## src/rtl/score_display_ctrl_pkg.sv

```systemverilog
// Shared display codes and FSM encodings for the score/display controller.
// Latency: n/a (definitions only).
// Backpressure: n/a.
package score_defs;

    localparam logic [3:0] CODE_DASH = 4'd11;
    localparam logic [3:0] CODE_O    = 4'd12;
    localparam logic [3:0] CODE_V    = 4'd13;
    localparam logic [3:0] CODE_E    = 4'd14;
    localparam logic [3:0] CODE_R    = 4'd15;

    typedef enum logic [0:0] {
        ADD_IDLE = 1'b0,
        ADD_RUN  = 1'b1
    } add_state_t;

    // GO_HI is only reachable when the high-score page is built in.
    typedef enum logic [1:0] {
        DISP_PLAY     = 2'd0,
        DISP_GO_OVER  = 2'd1,
        DISP_GO_SCORE = 2'd2,
        DISP_GO_HI    = 2'd3
    } disp_state_t;

    function automatic logic [3:0] clamp_bcd(input logic [3:0] n);
        return (n > 4'd9) ? 4'd9 : n;
    endfunction

endpackage

```

## src/rtl/score_display_ctrl_bcd_digit_add.sv

```systemverilog
// Single BCD digit adder with carry in/out.
// Latency: combinational.
// Backpressure: none.
module bcd_digit_add (
    input  logic [3:0] a,
    input  logic [3:0] b,
    input  logic       cin,
    output logic [3:0] sum,
    output logic       cout
);

    logic [4:0] raw;

    always_comb begin
        raw  = {1'b0, a} + {1'b0, b} + {4'b0000, cin};
        cout = (raw > 5'd9);
        // raw - 10 and raw + 6 agree modulo 16
        sum  = cout ? (raw[3:0] + 4'd6) : raw[3:0];
    end

endmodule

```

## src/rtl/score_display_ctrl.sv

```systemverilog
// BCD score keeper and seven-segment page selector; HIGH_SCORE_EN adds a high-score page.
// Latency: award commits 4 cycles after handshake; display follows inputs by 1 cycle.
// Backpressure: add_ready low while an award is being summed or game_over is high.
module score_display_ctrl
    import score_defs::*;
#(
    parameter int ALT_CYCLES = 50_000_000,
    parameter int CNT_W      = 26
) (
    input  logic       clk,
    input  logic       rst,
    input  logic       new_game,
    input  logic       game_over,
    input  logic       add_valid,
    input  logic [7:0] add_pts,
    output logic       add_ready,
    output logic [3:0] score_1,
    output logic [3:0] score_2,
    output logic [3:0] score_3,
    output logic [3:0] score_4
);

    localparam logic [CNT_W-1:0] TMR_LAST = CNT_W'(ALT_CYCLES - 1);

    add_state_t       add_q, add_d;
    disp_state_t      disp_q, disp_d;
    logic [1:0]       k_q;
    logic             carry_q;
    logic [7:0]       pts_q;
    logic [11:0]      work_q;
    logic [15:0]      score_q, score_d;
    logic [CNT_W-1:0] tmr_q, tmr_d;
    logic             hs;
    logic             ready_d;
    logic [3:0]       a_dig, b_dig, dsum;
    logic             dcout;
    logic [15:0]      disp_val;

`ifdef HIGH_SCORE_EN
    logic [15:0] hi_q, hi_d;
    logic        go_prev_q, hi_pend_q, hi_pend_d;
    logic        go_rise, hi_upd;
`endif

    assign hs = add_valid & add_ready;

    always_comb begin
        a_dig = 4'd0;
        b_dig = 4'd0;
        case (k_q)
            2'd0: begin a_dig = score_q[3:0];   b_dig = pts_q[3:0]; end
            2'd1: begin a_dig = score_q[7:4];   b_dig = pts_q[7:4]; end
            2'd2: begin a_dig = score_q[11:8];  end
            default: begin a_dig = score_q[15:12]; end
        endcase
    end

    bcd_digit_add u_digit_add (
        .a    (a_dig),
        .b    (b_dig),
        .cin  (carry_q),
        .sum  (dsum),
        .cout (dcout)
    );

    // Add FSM: the score register only changes on the final digit, never mid-sum.
    always_comb begin
        add_d   = add_q;
        score_d = score_q;
        case (add_q)
            ADD_IDLE: if (hs) add_d = ADD_RUN;
            ADD_RUN: begin
                if (k_q == 2'd3) begin
                    add_d   = ADD_IDLE;
                    score_d = dcout ? 16'h9999 : {dsum, work_q};
                end
            end
            default: add_d = ADD_IDLE;
        endcase
        if (new_game) begin
            add_d   = ADD_IDLE;
            score_d = '0;
        end
        ready_d = (add_d == ADD_IDLE) && !game_over;
    end

`ifdef HIGH_SCORE_EN
    // A rise during an add waits until the FSM is idle, i.e. after the commit.
    always_comb begin
        go_rise   = game_over & ~go_prev_q;
        hi_upd    = (go_rise | hi_pend_q) && (add_q == ADD_IDLE);
        hi_d      = hi_q;
        hi_pend_d = (go_rise | hi_pend_q) & ~hi_upd;
        if (new_game) begin
            hi_pend_d = 1'b0;
        end else if (hi_upd && (score_q > hi_q)) begin
            hi_d = score_q;
        end
    end
`endif

    always_comb begin
        disp_d = disp_q;
        tmr_d  = tmr_q;
        case (disp_q)
            DISP_PLAY: begin
                tmr_d = '0;
                if (game_over) disp_d = DISP_GO_OVER;
            end
            default: begin
                if (!game_over) begin
                    disp_d = DISP_PLAY;
                    tmr_d  = '0;
                end else if (tmr_q == TMR_LAST) begin
                    tmr_d = '0;
                    case (disp_q)
                        DISP_GO_OVER: disp_d = DISP_GO_SCORE;
`ifdef HIGH_SCORE_EN
                        DISP_GO_SCORE: disp_d = DISP_GO_HI;
`endif
                        default: disp_d = DISP_GO_OVER;
                    endcase
                end else begin
                    tmr_d = tmr_q + 1'b1;
                end
            end
        endcase
        if (new_game) begin
            disp_d = DISP_PLAY;
            tmr_d  = '0;
        end
    end

    always_comb begin
        case (disp_d)
            DISP_GO_OVER: disp_val = {CODE_O, CODE_V, CODE_E, CODE_R};
`ifdef HIGH_SCORE_EN
            DISP_GO_HI: disp_val = {(hi_d[15:12] == 4'd0) ? CODE_DASH : hi_d[15:12], hi_d[11:0]};
`endif
            default: disp_val = score_d;
        endcase
    end

    always_ff @(posedge clk) begin
        if (rst) begin
            add_q     <= ADD_IDLE;
            disp_q    <= DISP_PLAY;
            score_q   <= '0;
            tmr_q     <= '0;
            add_ready <= 1'b0;
            score_4   <= 4'd0;
            score_3   <= 4'd0;
            score_2   <= 4'd0;
            score_1   <= 4'd0;
        end else begin
            add_q     <= add_d;
            disp_q    <= disp_d;
            score_q   <= score_d;
            tmr_q     <= tmr_d;
            add_ready <= ready_d;
            score_4   <= disp_val[15:12];
            score_3   <= disp_val[11:8];
            score_2   <= disp_val[7:4];
            score_1   <= disp_val[3:0];
        end
    end

    always_ff @(posedge clk) begin
        if (rst) begin
            k_q     <= 2'd0;
            carry_q <= 1'b0;
            pts_q   <= '0;
            work_q  <= '0;
        end else if (add_q == ADD_IDLE) begin
            if (hs) begin
                pts_q   <= {clamp_bcd(add_pts[7:4]), clamp_bcd(add_pts[3:0])};
                k_q     <= 2'd0;
                carry_q <= 1'b0;
            end
        end else begin
            case (k_q)
                2'd0: work_q[3:0]  <= dsum;
                2'd1: work_q[7:4]  <= dsum;
                2'd2: work_q[11:8] <= dsum;
                default: ;
            endcase
            carry_q <= dcout;
            k_q     <= k_q + 2'd1;
        end
    end

`ifdef HIGH_SCORE_EN
    always_ff @(posedge clk) begin
        if (rst) begin
            hi_q      <= '0;
            hi_pend_q <= 1'b0;
            go_prev_q <= 1'b0;
        end else begin
            hi_q      <= hi_d;
            hi_pend_q <= hi_pend_d;
            go_prev_q <= game_over;
        end
    end
`endif

endmodule

```

## config.mk

```make
export PLATFORM = sky130hd
export DESIGN_NAME = score_display_ctrl
export DESIGN_NICKNAME = d
export VERILOG_FILES = /design/src/rtl/score_display_ctrl_pkg.sv /design/src/rtl/score_display_ctrl_bcd_digit_add.sv /design/src/rtl/score_display_ctrl.sv
export SDC_FILE = /design/constraint.sdc
export NUM_CORES = 1
export LEC_CHECK = 0
export ABC_CLOCK_PERIOD_IN_PS = 5600
export BUFFER_PORTS_ARGS = -buffer_cell sky130_fd_sc_hd__buf_4
export CORE_MARGIN = 2
export CORE_UTILIZATION = 55
export CTS_CLUSTER_SIZE = 25
export DETAILED_ROUTE_END_ITERATION = 12
export GPL_ROUTABILITY_DRIVEN = 0
export MAX_ROUTING_LAYER = met4
export PLACE_DENSITY_LB_ADDON = 0.15
export SLEW_MARGIN = 20
export SYNTH_ARGS = -nofsm -noshare
export SYNTH_HDL_FRONTEND = slang
export SYNTH_SLANG_ARGS = --single-unit
```

## constraint.sdc

```tcl
create_clock -name clk -period 5.6 [get_ports clk]
set_input_delay 0.56 -clock clk [delete_from_list [all_inputs] [get_ports clk]]
set_output_delay 0.56 -clock clk [all_outputs]
set_load 0.05 [all_outputs]
```

=== After elaboration in Yosys (flattened, before gate mapping) ===
Cells that the tools add are included.

* Register bits after elaboration: 85
* Bits of input ports: 13
* Output and inout bits: 17
* Logic and storage cells: 71

* Add/sub/neg operators: 5
* Order comparisons: 3
* Equal/unequal tests: 6
* Mux-type cells: 24
* Bitwise gates (word level): 4
* Reductions and logical operators: 11

{| class="wikitable"
|+ Operator list
! kind !! number
|-
| 16-bit 2-to-1 mux || 5
|-
| 26-bit by 1-bit adder with 26-bit output (second input constant) || 1
|-
| 26-bit equality test (second input constant) || 1
|-
| 2-bit 2-to-1 mux || 8
|-
| 4-bit 2-to-1 mux || 3
|-
| 4-bit one-hot mux with 3 select lines || 1
|-
| 4-bit greater-than comparator (second input constant) || 2
|-
| 4-bit one-hot mux with 2 select lines || 1
|-
| 2-bit AND reduction || 4
|-
| 2-bit by 1-bit equality test with 1-bit output (second input constant) || 3
|-
| 4-bit by 4-bit adder with 5-bit output || 1
|-
| 5-bit by 1-bit adder with 5-bit output || 1
|-
| 5-bit by 4-bit greater-than comparator with 1-bit output (second input constant) || 1
|-
| 1-bit 2-to-1 mux || 5
|-
| 5-bit OR reduction || 1
|-
| 4-bit by 3-bit adder with 4-bit output (second input constant) || 1
|-
| 2-bit equality test (second input constant) || 2
|-
| 2-bit zero test || 2
|-
| 1-bit NOT || 3
|-
| 2-bit by 1-bit adder with 2-bit output (second input constant) || 1
|-
| 1-bit one-hot mux with 2 select lines || 1
|-
| 2-bit nonzero test || 1
|-
| 2-bit OR reduction || 1
|-
| 1-bit AND || 1
|-
| 2 further kinds || 2
|}

=== Depth between registers and ports, before layout ===
Gate-level depths: netlist of the first run.

* Word-level depth: 11
* Depth in mapped cells: 15
* Gate-level depth less buffers: 14

=== Hierarchy ===
A second synthesis of the first run with hierarchy kept.

* Cell total of the unflattened synthesis: 423
* Area, all modules: 3721.1 um^2

{| class="wikitable"
|+ Modules (own cells, without submodules)
! module !! instances !! cells an instance !! area an instance (um^2) !! seq. area each (um^2)
|-
| score_display_ctrl || 1 || 401 || 3509.6 || 1701.6
|-
| bcd_digit_add || 1 || 22 || 211.5 || 0.0
|}

=== Worst setup path before layout of the first run ===
Ideal clock, no wire load.

* Path type: flip-flop to flip-flop
* From: register k_q[0]
* To: register work_q[2]
* Data arrival time: 3788 ps
* Data required time: 5513 ps
* Slack: 1725 ps
* Cell stages (with the launch flop): 15
* Buffers on the path: 1
* Path through: dfxtp_1 -> inv_1 -> ha_1 -> clkbuf_1 -> a222oi_1 -> a21oi_1 -> fa_1 -> fa_1 -> xnor2_1 -> ha_1 -> a31o_2 -> o31ai_4 -> clkinv_1 -> mux2_2 -> o31ai_1

* Word-level cells in the longest chain between the ends: 6
* Elaborated cells on any way between the ends: 11

{| class="wikitable"
|+ Ends and longest elaborated chain
! element !! line !! RTL
|-
| start, declared || score_display_ctrl.sv:27 || <nowiki>logic [1:0] k_q;</nowiki>
|-
| start signal, assigned || score_display_ctrl.sv:188 || <nowiki>k_q <= k_q + 2'd1;</nowiki>
|-
| 2-bit equality test, or another cell as far along || score_display_ctrl.sv:50 || <nowiki>case (k_q)</nowiki>
|-
| 4-bit one-hot mux with 3 select lines or 4-bit one-hot mux with 2 select lines (tied branches) || score_display_ctrl.sv:50 ||
|-
| 4-bit by 4-bit adder with 5-bit output || score_display_ctrl_bcd_digit_add.sv:15 || <nowiki>raw = {1'b0, a} + {1'b0, b} + {4'b0000, cin};</nowiki>
|-
| 5-bit by 1-bit adder with 5-bit output || score_display_ctrl_bcd_digit_add.sv:15 ||
|-
| 4-bit by 3-bit adder with 4-bit output or 5-bit by 4-bit greater-than comparator with 1-bit output (tied branches) || score_display_ctrl_bcd_digit_add.sv:18, score_display_ctrl_bcd_digit_add.sv:16 ||
|-
| 4-bit 2-to-1 mux || score_display_ctrl_bcd_digit_add.sv:18 || <nowiki>sum = cout ? (raw[3:0] + 4'd6) : raw[3:0];</nowiki>
|-
| end signal, assigned || score_display_ctrl.sv:182 || <nowiki>2'd0: work_q[3:0] <= dsum;</nowiki>
|-
| end, declared || score_display_ctrl.sv:30 || <nowiki>logic [11:0] work_q;</nowiki>
|}

Several ways; a longest one is shown, not always the timed one.
A chain may end at the register's enable or synchronous reset.

=== Worst setup path in the final report of the first run ===
* From: register k_q[0]
* To: register work_q[1]

The elaborated chain is that of the path after synthesis.

==> reports/results.ini, run 1 <==
[floorplan]
die_w_um = 84.1
coreArea_um2 = 6280
num_io_pins = 30
start_util_pct = 56.2
rows = 29
die_h_um = 84.1
dieArea_um2 = 7080

[finish]
layoutNonFillerInstCount = 499
fin_nets = 445
area_delta_synth_final_pct = 11.6
drive_gt1_share_pct = 13.7
antenna_cells_inserted = 0

[pwr]
totalPowerFinal_mw = 1.03
powerDensity_nw_per_um2 = 262
irDropWorstVdd_mv = 0.217
cellLeakagePower_nw = 1.55

[detailed_routing]
wl_per_cell_um = 14.2
via_per_inst = 5.52
antenna_left = 0
wirelength_um = 7100
routed.top_layer = met4
wl_met2_um = 3140
first_pass_iters = 4
wl_met3_um = 392
vias = 2756
drc = 0
wl_met1_um = 3430
drt_iter0_markers = 124

[synthesis]
ys_warn_count = 0
synth_seq_cells = 85
synth_area_leaders = dfxtp_1, nor2_1, nand2_1
synth_nets = 420
netlist_instances = 394
synthFlopType = dfxtp_1
syn_area_per_cell_um2 = 8.96
ys_seq_area_share_pct = 48.2
synth.largest_area_cell = dfxtp_1
syn_area_um2 = 3530
async_reset_ff_share_pct = 0
netlist-cell-type-count = 47
synth_edf_count = 0
synth_top_area_share_pct = 48.2

[worst_setup_path]
cp_slowest_stage_delay_ns = 0.45
critPathMaxFanout = 10
cp-end-kind = flop
cp-start-kind = flop
crit_path_frequent_cell = ha_1
critPathSlowestCell = fa_1
r2r_slack_ns = 1.21
required_ns = 5.86
crit_type = flop to flop
worstRegToRegCells = 13
r2r-start = k_q[0]
arrival_ns = 4.66
worst_r2r_endpoint = work_q[1]
path_cells = inv_1 > ha_1 > a222oi_1 > a21oi_1 > fa_1 > fa_1 > xnor2_1 > ha_1 > a31o_2 > o31ai_4 > clkinv_1 > ha_1 > a211oi_1

[placed_design]
post-place-cells = 485
hpwl_um = 5150
portBuffers = 29

[flow_run]
drv_cap = 0

[global_routing]
grt_max_degree = 30
grt_pass1_vias = 2509
grt_util_all_layers_pct = 21.6
antenna_found_initial = 0
overflow = 0
grt_pass1_wl_um = 11800

[sta]
max_clock_freq_mhz = 228
setup_viol = 0
worst_pin_slew_ns = 0.920
slew_viol_final = 0
rsz0062_at_grt = no
fin_tns_setup_ns = 0
skew_ns = 0.00866
period_minus_slack_ns = 4.39
hold_violations = 0
fin_crit_sh_pct = 78.4
slew_headroom_pct = 38.1

[clock_network]
cts_num_sinks = 85
path_clk_slew_ns = 0.08
cts.path.max_buffers = 2
cts-resized-gates = 0
insertion_delay_ns = 0.35
cts_tree = built
cts_max_level = 3
ctsHoldBuffers = 0
cts-root-buf = clkbuf_8
cts_buffers = 9
cts_setup_buffers = 0

[min_path]
hold_class = primary input to flop
hold_end = add_ready
hold_depth = 2
hp-start = game_over

[run_status]
outcome = complete, no violations

[cells by family after synthesis]
kind of cell / Yosys count / synth area share [%]
buf+inv: 30 / 3.30
flops: 85 / 48.2
mux: 2 / 0.602
simple gates: 172 / 23.8
fa+ha+maj: 13 / 5.03
xor+xnor: 24 / 5.95
compound gates: 68 / 13.1
[registers in the layout, summed over array words and instances (netlist names)]
signal	flops
tmr_q	26
disp_q	2
add_ready	1
score_4	4
work_q	12
pts_q	8
score_2	4
score_1	4
score_q	16
carry_q	1
k_q	2
add_q	1
score_3	4
[per-layer routing]
| metal | global-route usage, % | vias to the layer above |
|---|---|---|
| met5 | - | - |
| li1 | - | 1411 |
| met2 | 32.3 | 72 |
| met1 | 28.2 | 1260 |
| met3 | 5.74 | 13 |
| met4 | 8.06 | 0 |
[worst max-delay path: cells and delay by family, from the launching register on]
kind	cells	cell delay [ns]
DFF	1	0.40
adders and majority gates	5	1.90
AOI/OAI and AO/OA	5	1.33
buffers and inverters	2	0.50
xor gates and xnor gates	1	0.20
[power breakdown]
part	internal, mW	switching (mW)	total (mW)
clock network	0.154	0.208	0.361
registers	0.611	0.00337	0.614
logic	0.0196	0.0365	0.0561
[worst max-delay path by stage]
stage,start,to,cells after the start
2_1_floorplan,k_q[0],work_q[2],14
3_3_place_gp,k_q[0],work_q[9],13
3_5_place_dp,k_q[0],work_q[6],13
4_1_cts,k_q[0],work_q[1],13
5_1_grt,k_q[0],work_q[9],13
6_report,k_q[0],work_q[1],13
[layout make-up]
cell class | instances | area (um^2)
Clock buffer | 9 | 124
Tap cell | 77 | 96.3
Clock inverter | 5 | 30.0
Timing Repair Buffer | 29 | 218
Fill cell | 555 | 2340
Multi-Input combinational cell | 279 | 1710
Inverter | 15 | 56.3
Sequential cell | 85 | 1700
[stage by stage]
step | hold slack, ns | util [%] | area [um^2] | setup slack [ns]
2_1_floorplan | 0.418 | - | 3530 | 1.73
3_3_place_gp | 0.432 | 60.3 | 3780 | 1.44
3_5_place_dp | 0.444 | 60.3 | 3780 | 1.23
4_1_cts | 0.422 | 62.7 | 3940 | 1.22
5_1_grt | 0.432 | 62.7 | 3940 | 0.918
6_report | 0.435 | 62.7 | 3940 | 1.21
[cells in the mapped netlist (3+ instances only)]
library cell,n
dfxtp_1,85
nor2_1,59
nand2_1,49
a21oi_1,22
nand3_1,15
xor2_1,15
clkbuf_1,14
inv_1,13
o21ai_0,13
ha_1,11
xnor2_1,9
nand3b_1,7
nor3_1,7
a211oi_1,6
a32oi_1,6
nand4_1,6
a222oi_1,4
a22o_1,4
and2_1,4
and3_1,4
nor3_2,3
nor4_1,3
o22ai_1,3
o31ai_1,3
[cell usage in the layout, fill, tap and decap left out, drive strengths merged, types with 5 or more instances in the layout]
master | synthesis | final
nand4 | 6 | 6
a32oi | 6 | 6
inv | 13 | 13
xor2 | 15 | 15
clkinv | 2 | 5
o21ai | 13 | 13
nor2 | 59 | 59
xnor2 | 9 | 9
a21oi | 22 | 22
nand3b | 7 | 7
dfxtp | 85 | 85
buf | 1 | 29
clkbuf | 14 | 9
nor3 | 10 | 10
nand2 | 49 | 49
and3 | 5 | 5
nand3 | 15 | 15
ha | 11 | 11
a211oi | 6 | 6
Note: power is estimated with default switching activity, not from simulation.
==> inputs of run 2 (changes only) <==
- ABC_AREA: unset -> 1
- ABC_CLOCK_PERIOD_IN_PS: 5600 -> 3500
- CORE_UTILIZATION: 55 -> 54
- clock period: 5.6 -> 3.5 ns (I/O delays scaled with it)
==> run 2 against run 1 <==
Register-to-register slack lost 0.88 ns. Setup slack lost 0.88 ns. Cell area grew 14%. Critical endpoint is now score_4[1]. Highest routed layer unchanged.
==> reports/results.ini, run 2 <==
[pwr]
irDropWorstVdd_mv = 0.183
totalPowerFinal_mw = 1.79
switching_power_uw = 443
internal_power_mw = 1.35
powerDensity_nw_per_um2 = 399
p_clk_share_pct = 39.7
p_seq_share_pct = 55.0
swShare_pct = 24.7
pwr-share-comb_pct = 5.3
cellLeakagePower_nw = 1.93

[clock_network]
cts-root-buf = clkbuf_8
cts_num_sinks = 85
cts_setup_buffers = 0
ctsHoldBuffers = 0
cts.path.max_buffers = 2
path_clk_slew_ns = 0.09
insertion_delay_ns = 0.35
cts_buffers = 9
cts_tree = built
cts_max_level = 3
cts-resized-gates = 0

[global_routing]
grt.met2_usage_pct = 33.9
globalRouteMet1Util_pct = 38.1
grt_pass1_vias = 3163
grt_util_all_layers_pct = 25.1
grt_max_degree = 27
antenna_found_initial = 0
top_usage_layer = met1
grt_pass1_wl_um = 15000
overflow = 0
grt.met3_usage_pct = 3.97

[finish]
antenna_cells_inserted = 0
largest_reg_flops = 26
drive_gt1_share_pct = 13.7
layoutNonFillerInstCount = 675
top_register = tmr_q
fin_nets = 597
area_delta_synth_final_pct = 13.6
mostFrequentLayoutCell = nand2_1
utilization_pct = 62.5
layout_common_cells = nand2_1, dfxtp_1, inv_1
largest_registers = tmr_q x26, score_q x16, work_q x12

[synthesis]
ys_warn_count = 0
ys_seq_area_share_pct = 43.1
async_reset_ff_share_pct = 0
netlist_instances = 536
synth_edf_count = 0
synth_top_area_share_pct = 43.1
syn_area_um2 = 3950
synthFlopType = dfxtp_1
syn_area_per_cell_um2 = 7.37
synth_nets = 562
synth_area_leaders = dfxtp_1, nand2_1, inv_1
netlist-cell-type-count = 36
synth.largest_area_cell = dfxtp_1
synth_most_common_cell = nand2_1
synthTopCellsByCount = nand2_1, dfxtp_1, inv_1
synth_seq_cells = 85

[sta]
worst_pin_slew_ns = 0.540
setup_viol = 0
skew_ns = 0.00978
fin_tns_setup_ns = 0
max_clock_freq_mhz = 315
period_minus_slack_ns = 3.17
rsz0062_at_grt = no
slew_viol_final = 0
slew_headroom_pct = 63.9
fin_crit_sh_pct = 90.6
hold_violations = 0

[placed_design]
post-place-cells = 659
hpwl_um = 6970
portBuffers = 29

[floorplan]
die_h_um = 89.5
coreArea_um2 = 7180
rows = 31
start_util_pct = 55.0
num_io_pins = 30
die_w_um = 89.5
dieArea_um2 = 8010

[worst_setup_path]
path_cells = inv_1 > ha_1 > a21oi_1 > a32oi_1 > fa_2 > fa_1 > nand2_1 > nand2_1 > ha_1 > a21oi_1 > nand2_1 > nand2_1 > inv_2 > ha_1 > nand2_1 > o21ai_1 > nand2_1 > inv_1
crit_type = flop to flop
r2r-start = k_q[1]
cp_slowest_stage_delay_ns = 0.40
cp-start-kind = flop
worstRegToRegCells = 18
arrival_ns = 3.43
critPathMaxFanout = 8
cp-end-kind = flop
required_ns = 3.76
crit_start = k_q[1]
critPathSlowestCell = fa_2
crit_path_frequent_cell = nand2_1

[detailed_routing]
first_pass_iters = 6
drc = 0
antenna_left = 0
via_per_inst = 5.27
wl_per_cell_um = 13.4
drt_iter0_markers = 379
vias = 3554
wirelength_um = 9080

[run_status]
outcome = complete, no violations

[flow_run]
drv_cap = 0

[min_path]
hp-start = add_pts[4]
hold_depth = 3
hold_class = primary input to flop

-- run 2: changes by cell type after synthesis, moves of 5 or more --
cell      previous run  this run
xor2_1              15         5
xnor2_1              9         3
nand2_1             49       128
a211oi_1             6         1
inv_1               13        72
clkbuf_1            14         2
a21oi_1             22        39
nand3_1             15        28
o21ai_0             13        27
nand3_2              0        10
-- run 2: path summary, 6_finish.rpt --
path	endpoint	slack, ns
min	pts_q[4]	0.24
min reg2reg	pts_q[5]	0.47
max reg2reg	score_4[1]	0.33
max	score_4[1]	0.33
-- run 2: through the flow --
stage | worst slack [ns] | hold WS [ns] | area, um^2
final | 0.329 | 0.241 | 4490
after global routing | 0.00922 | 0.272 | 4490
after CTS | 0.213 | 0.240 | 4480
after detailed placement | 0.247 | 0.459 | 4270
after global placement | 0.377 | 0.455 | 4270
after floorplan | 0.269 | 0.441 | 3950
-- run 2: worst max-delay path: cells and delay by family (launching register included) --
| family | cells | cell delay [ns] |
|---|---|---|
| flops | 1 | 0.37 |
| fa+ha+maj | 5 | 1.44 |
| buf+inv | 3 | 0.20 |
| simple gates | 6 | 0.60 |
| compound gates | 4 | 0.47 |
-- run 2: routing by layer --
layer  wire length (um)  vias to the layer above
met4                132                        0
met5                  0                        -
met2               3790                      114
met1               4530                     1630
met3                618                       15
li1                   -                     1795
-- run 2: cell families (layout without fill, tap and decap cells) --
kind of cell,Yosys count,after routing,share of synthesized area (%)
flip-flops,85,85,43.1
adder cells (fa/ha/maj),13,13,4.50
AND/OR/NAND/NOR,266,266,31.1
XOR/XNOR,8,8,1.77
AO/OA/AOI/OAI,80,80,11.1
buffers and inverters,84,124,8.39
-- run 2: power by group through the flow --
| stage | Combinational, mW | Sequential, mW | Clock (mW) |
|---|---|---|---|
| floorplan | 0.0422 | 1.03 | 0 |
| global placement | 0.0939 | 1.01 | 0 |
| detailed placement | 0.0953 | 1.01 | 0 |
| CTS | 0.0953 | 0.985 | 0.724 |
| global route | 0.105 | 0.986 | 0.769 |
| finish | 0.0953 | 0.984 | 0.712 |
-- run 2: cell type report --
class                           instances  area, um^2
Clock inverter                          7        80.1
Clock buffer                            9         124
Multi-Input combinational cell        367        1920
Timing Repair Buffer                   33         248
Tap cell                               99         124
Inverter                               75         282
Fill cell                             690        2690
Sequential cell                        85        1710
==> inputs of run 3 (changes only) <==
- ABC_AREA: 1 -> unset
- CELL_PAD_IN_SITES_DETAIL_PLACEMENT: unset -> 1
- CELL_PAD_IN_SITES_GLOBAL_PLACEMENT: unset -> 1
- CORE_UTILIZATION: 54 -> 41
==> run 3 against run 2 <==
Clock power shrank 2.9%. Core utilization decreased by 10 points. Cell area decreased by 3.7%. Flip-flop and latch count unchanged. Power is 1.0% lower. Largest power group unchanged.
==> reports/results.ini, run 3 (synthesis gave the netlist of run 1 again) <==
[run_status]
outcome = complete, no violations

[placed_design]
hpwl_um = 6350
portBuffers = 29

[finish]
area_delta_synth_final_pct = 22.4
nFillCells = 982
fin_nets = 461
antenna_cells_inserted = 0
largest_registers = tmr_q x26, score_q x16, work_q x12
layout_common_cells = dfxtp_1, nor2_1, nand2_1
utilization_pct = 52.1
drive_gt1_share_pct = 23.2
largest_reg_flops = 26
mostFrequentLayoutCell = dfxtp_1
top_register = tmr_q

[global_routing]
antenna_found_initial = 0
grt_max_degree = 30
grt_pass1_vias = 2935
grt_util_all_layers_pct = 19.4
overflow = 0
grt_pass1_wl_um = 14400

[sta]
fin_worst_hold_slack_ns = 0.222
max_clock_freq_mhz = 289
setup_viol = 0
worst_pin_slew_ns = 1.05
fin_crit_sh_pct = 99.0
period_minus_slack_ns = 3.46
skew_ns = 0.0115
hold_violations = 0
rsz0062_at_grt = yes
slew_viol_final = 0
slew_headroom_pct = 29.6

[worst_setup_path]
critPathSlowestCell = fa_2
crit_path_frequent_cell = fa_2
critPathMaxFanout = 7
cp-end-kind = flop
required_ns = 3.75
cp_slowest_stage_delay_ns = 0.55
crit_type = flop to flop
cp-start-kind = flop
path_cells = buf_4 > ha_2 > a222oi_1 > a21oi_1 > fa_2 > fa_2 > inv_2 > ha_4 > a31o_4 > o31ai_4 > clkinv_4 > buf_12 > a32o_1 > nor2b_1
arrival_ns = 3.71

[flow_run]
drv_cap = 0

[floorplan]
dieArea_um2 = 9370
coreArea_um2 = 8300
die_w_um = 96.8
die_h_um = 96.8
start_util_pct = 42.5
rows = 33
num_io_pins = 30

[min_path]
hold_class = primary input to flop

[detailed_routing]
drt_iter0_markers = 113
vias = 2930
first_pass_iters = 5
wl_per_cell_um = 16.1
antenna_left = 0
via_per_inst = 5.38
drc = 0
wirelength_um = 8770

[pwr]
powerDensity_nw_per_um2 = 410
irDropWorstVdd_mv = 0.227
totalPowerFinal_mw = 1.77
cellLeakagePower_nw = 1.69

[clock_network]
cts_max_level = 3
cts_num_sinks = 85
cts_buffers = 9
path_clk_slew_ns = 0.08
insertion_delay_ns = 0.36
cts.path.max_buffers = 2
cts_tree = built
ctsHoldBuffers = 0
cts-root-buf = clkbuf_8

## run 3: cell types whose count changed in the layout (fill, tap and decap cells not counted), moves of 5 or more
cell and delta:
a21oi_1 -18, a32oi_2 +6, buf_4 +11, inv_1 -62, nand2_1 -79, nand3_1 -13
nand3_2 -10, o21ai_0 -15, xnor2_1 +5, xor2_1 +10
## run 3: area by class of cell
class | instances | area [um^2] | share of cell area [%]
repair buffers | 45 | 350 | 8.11
clock buffers | 12 | 145 | 3.36
flip-flops and latches | 85 | 1710 | 39.5
well taps | 105 | 131 | 3.04
clock inverters | 4 | 47.5 | 1.10
inverters | 15 | 66.3 | 1.53
multi-input cells | 279 | 1870 | 43.3
## run 3: report_power, final
| group | switching [mW] | internal [mW] | total (mW) |
|---|---|---|---|
| clock | 0.343 | 0.348 | 0.691 |
| sequential | 0.00580 | 0.976 | 0.982 |
| combinational | 0.0632 | 0.0371 | 0.100 |
## run 3: per-layer routing
| metal | up-vias | track usage, % | wire length, um |
|---|---|---|---|
| met5 | - | - | 0 |
| met4 | 0 | 6.18 | 104 |
| met3 | 9 | 3.90 | 337 |
| met2 | 49 | 30.2 | 4020 |
| met1 | 1424 | 25.5 | 4310 |
| li1 | 1448 | - | - |
## run 3: critical path, delay by kind of cell, from the launching register on
kind | cells | cell delay, ns
flops | 1 | 0.36
simple gates | 1 | 0.13
fa+ha+maj | 4 | 1.28
buf+inv | 4 | 0.49
compound gates | 5 | 1.09
## run 3: path summary, 6_finish.rpt
check / startpoint / to / slack [ns] / depth (start not counted)
worst max-delay path: k_q[0] / score_3[1] / 0.04 / 14
worst min-delay path: game_over / add_ready / 0.22 / 2
worst max register to register: k_q[0] / score_3[1] / 0.04 / 14
worst min register to register: pts_q[7] / pts_q[7] / 0.46 / 2
## run 3: timing repair
action | 4_1_cts | 5_1_grt
resized for setup | 2 | 18
pin swaps | 1 | 16
endpoints found under the setup margin | 6 | 24
setup buffers | 1 | 5
cloned | 0 | 0
## run 3: per-stage QoR
step / setup WS, ns / cell area, um^2 / TNS, ns / cells
2_1_floorplan: -0.154 / 3620 / -0.736 / 394
3_3_place_gp: 0.0245 / 3970 / 0 / 523
3_5_place_dp: -0.112 / 3970 / -0.311 / 523
4_1_cts: 0.0132 / 4200 / 0 / 540
5_1_grt: -0.133 / 4320 / -1.86 / 545
6_report: 0.0352 / 4320 / 0 / 545
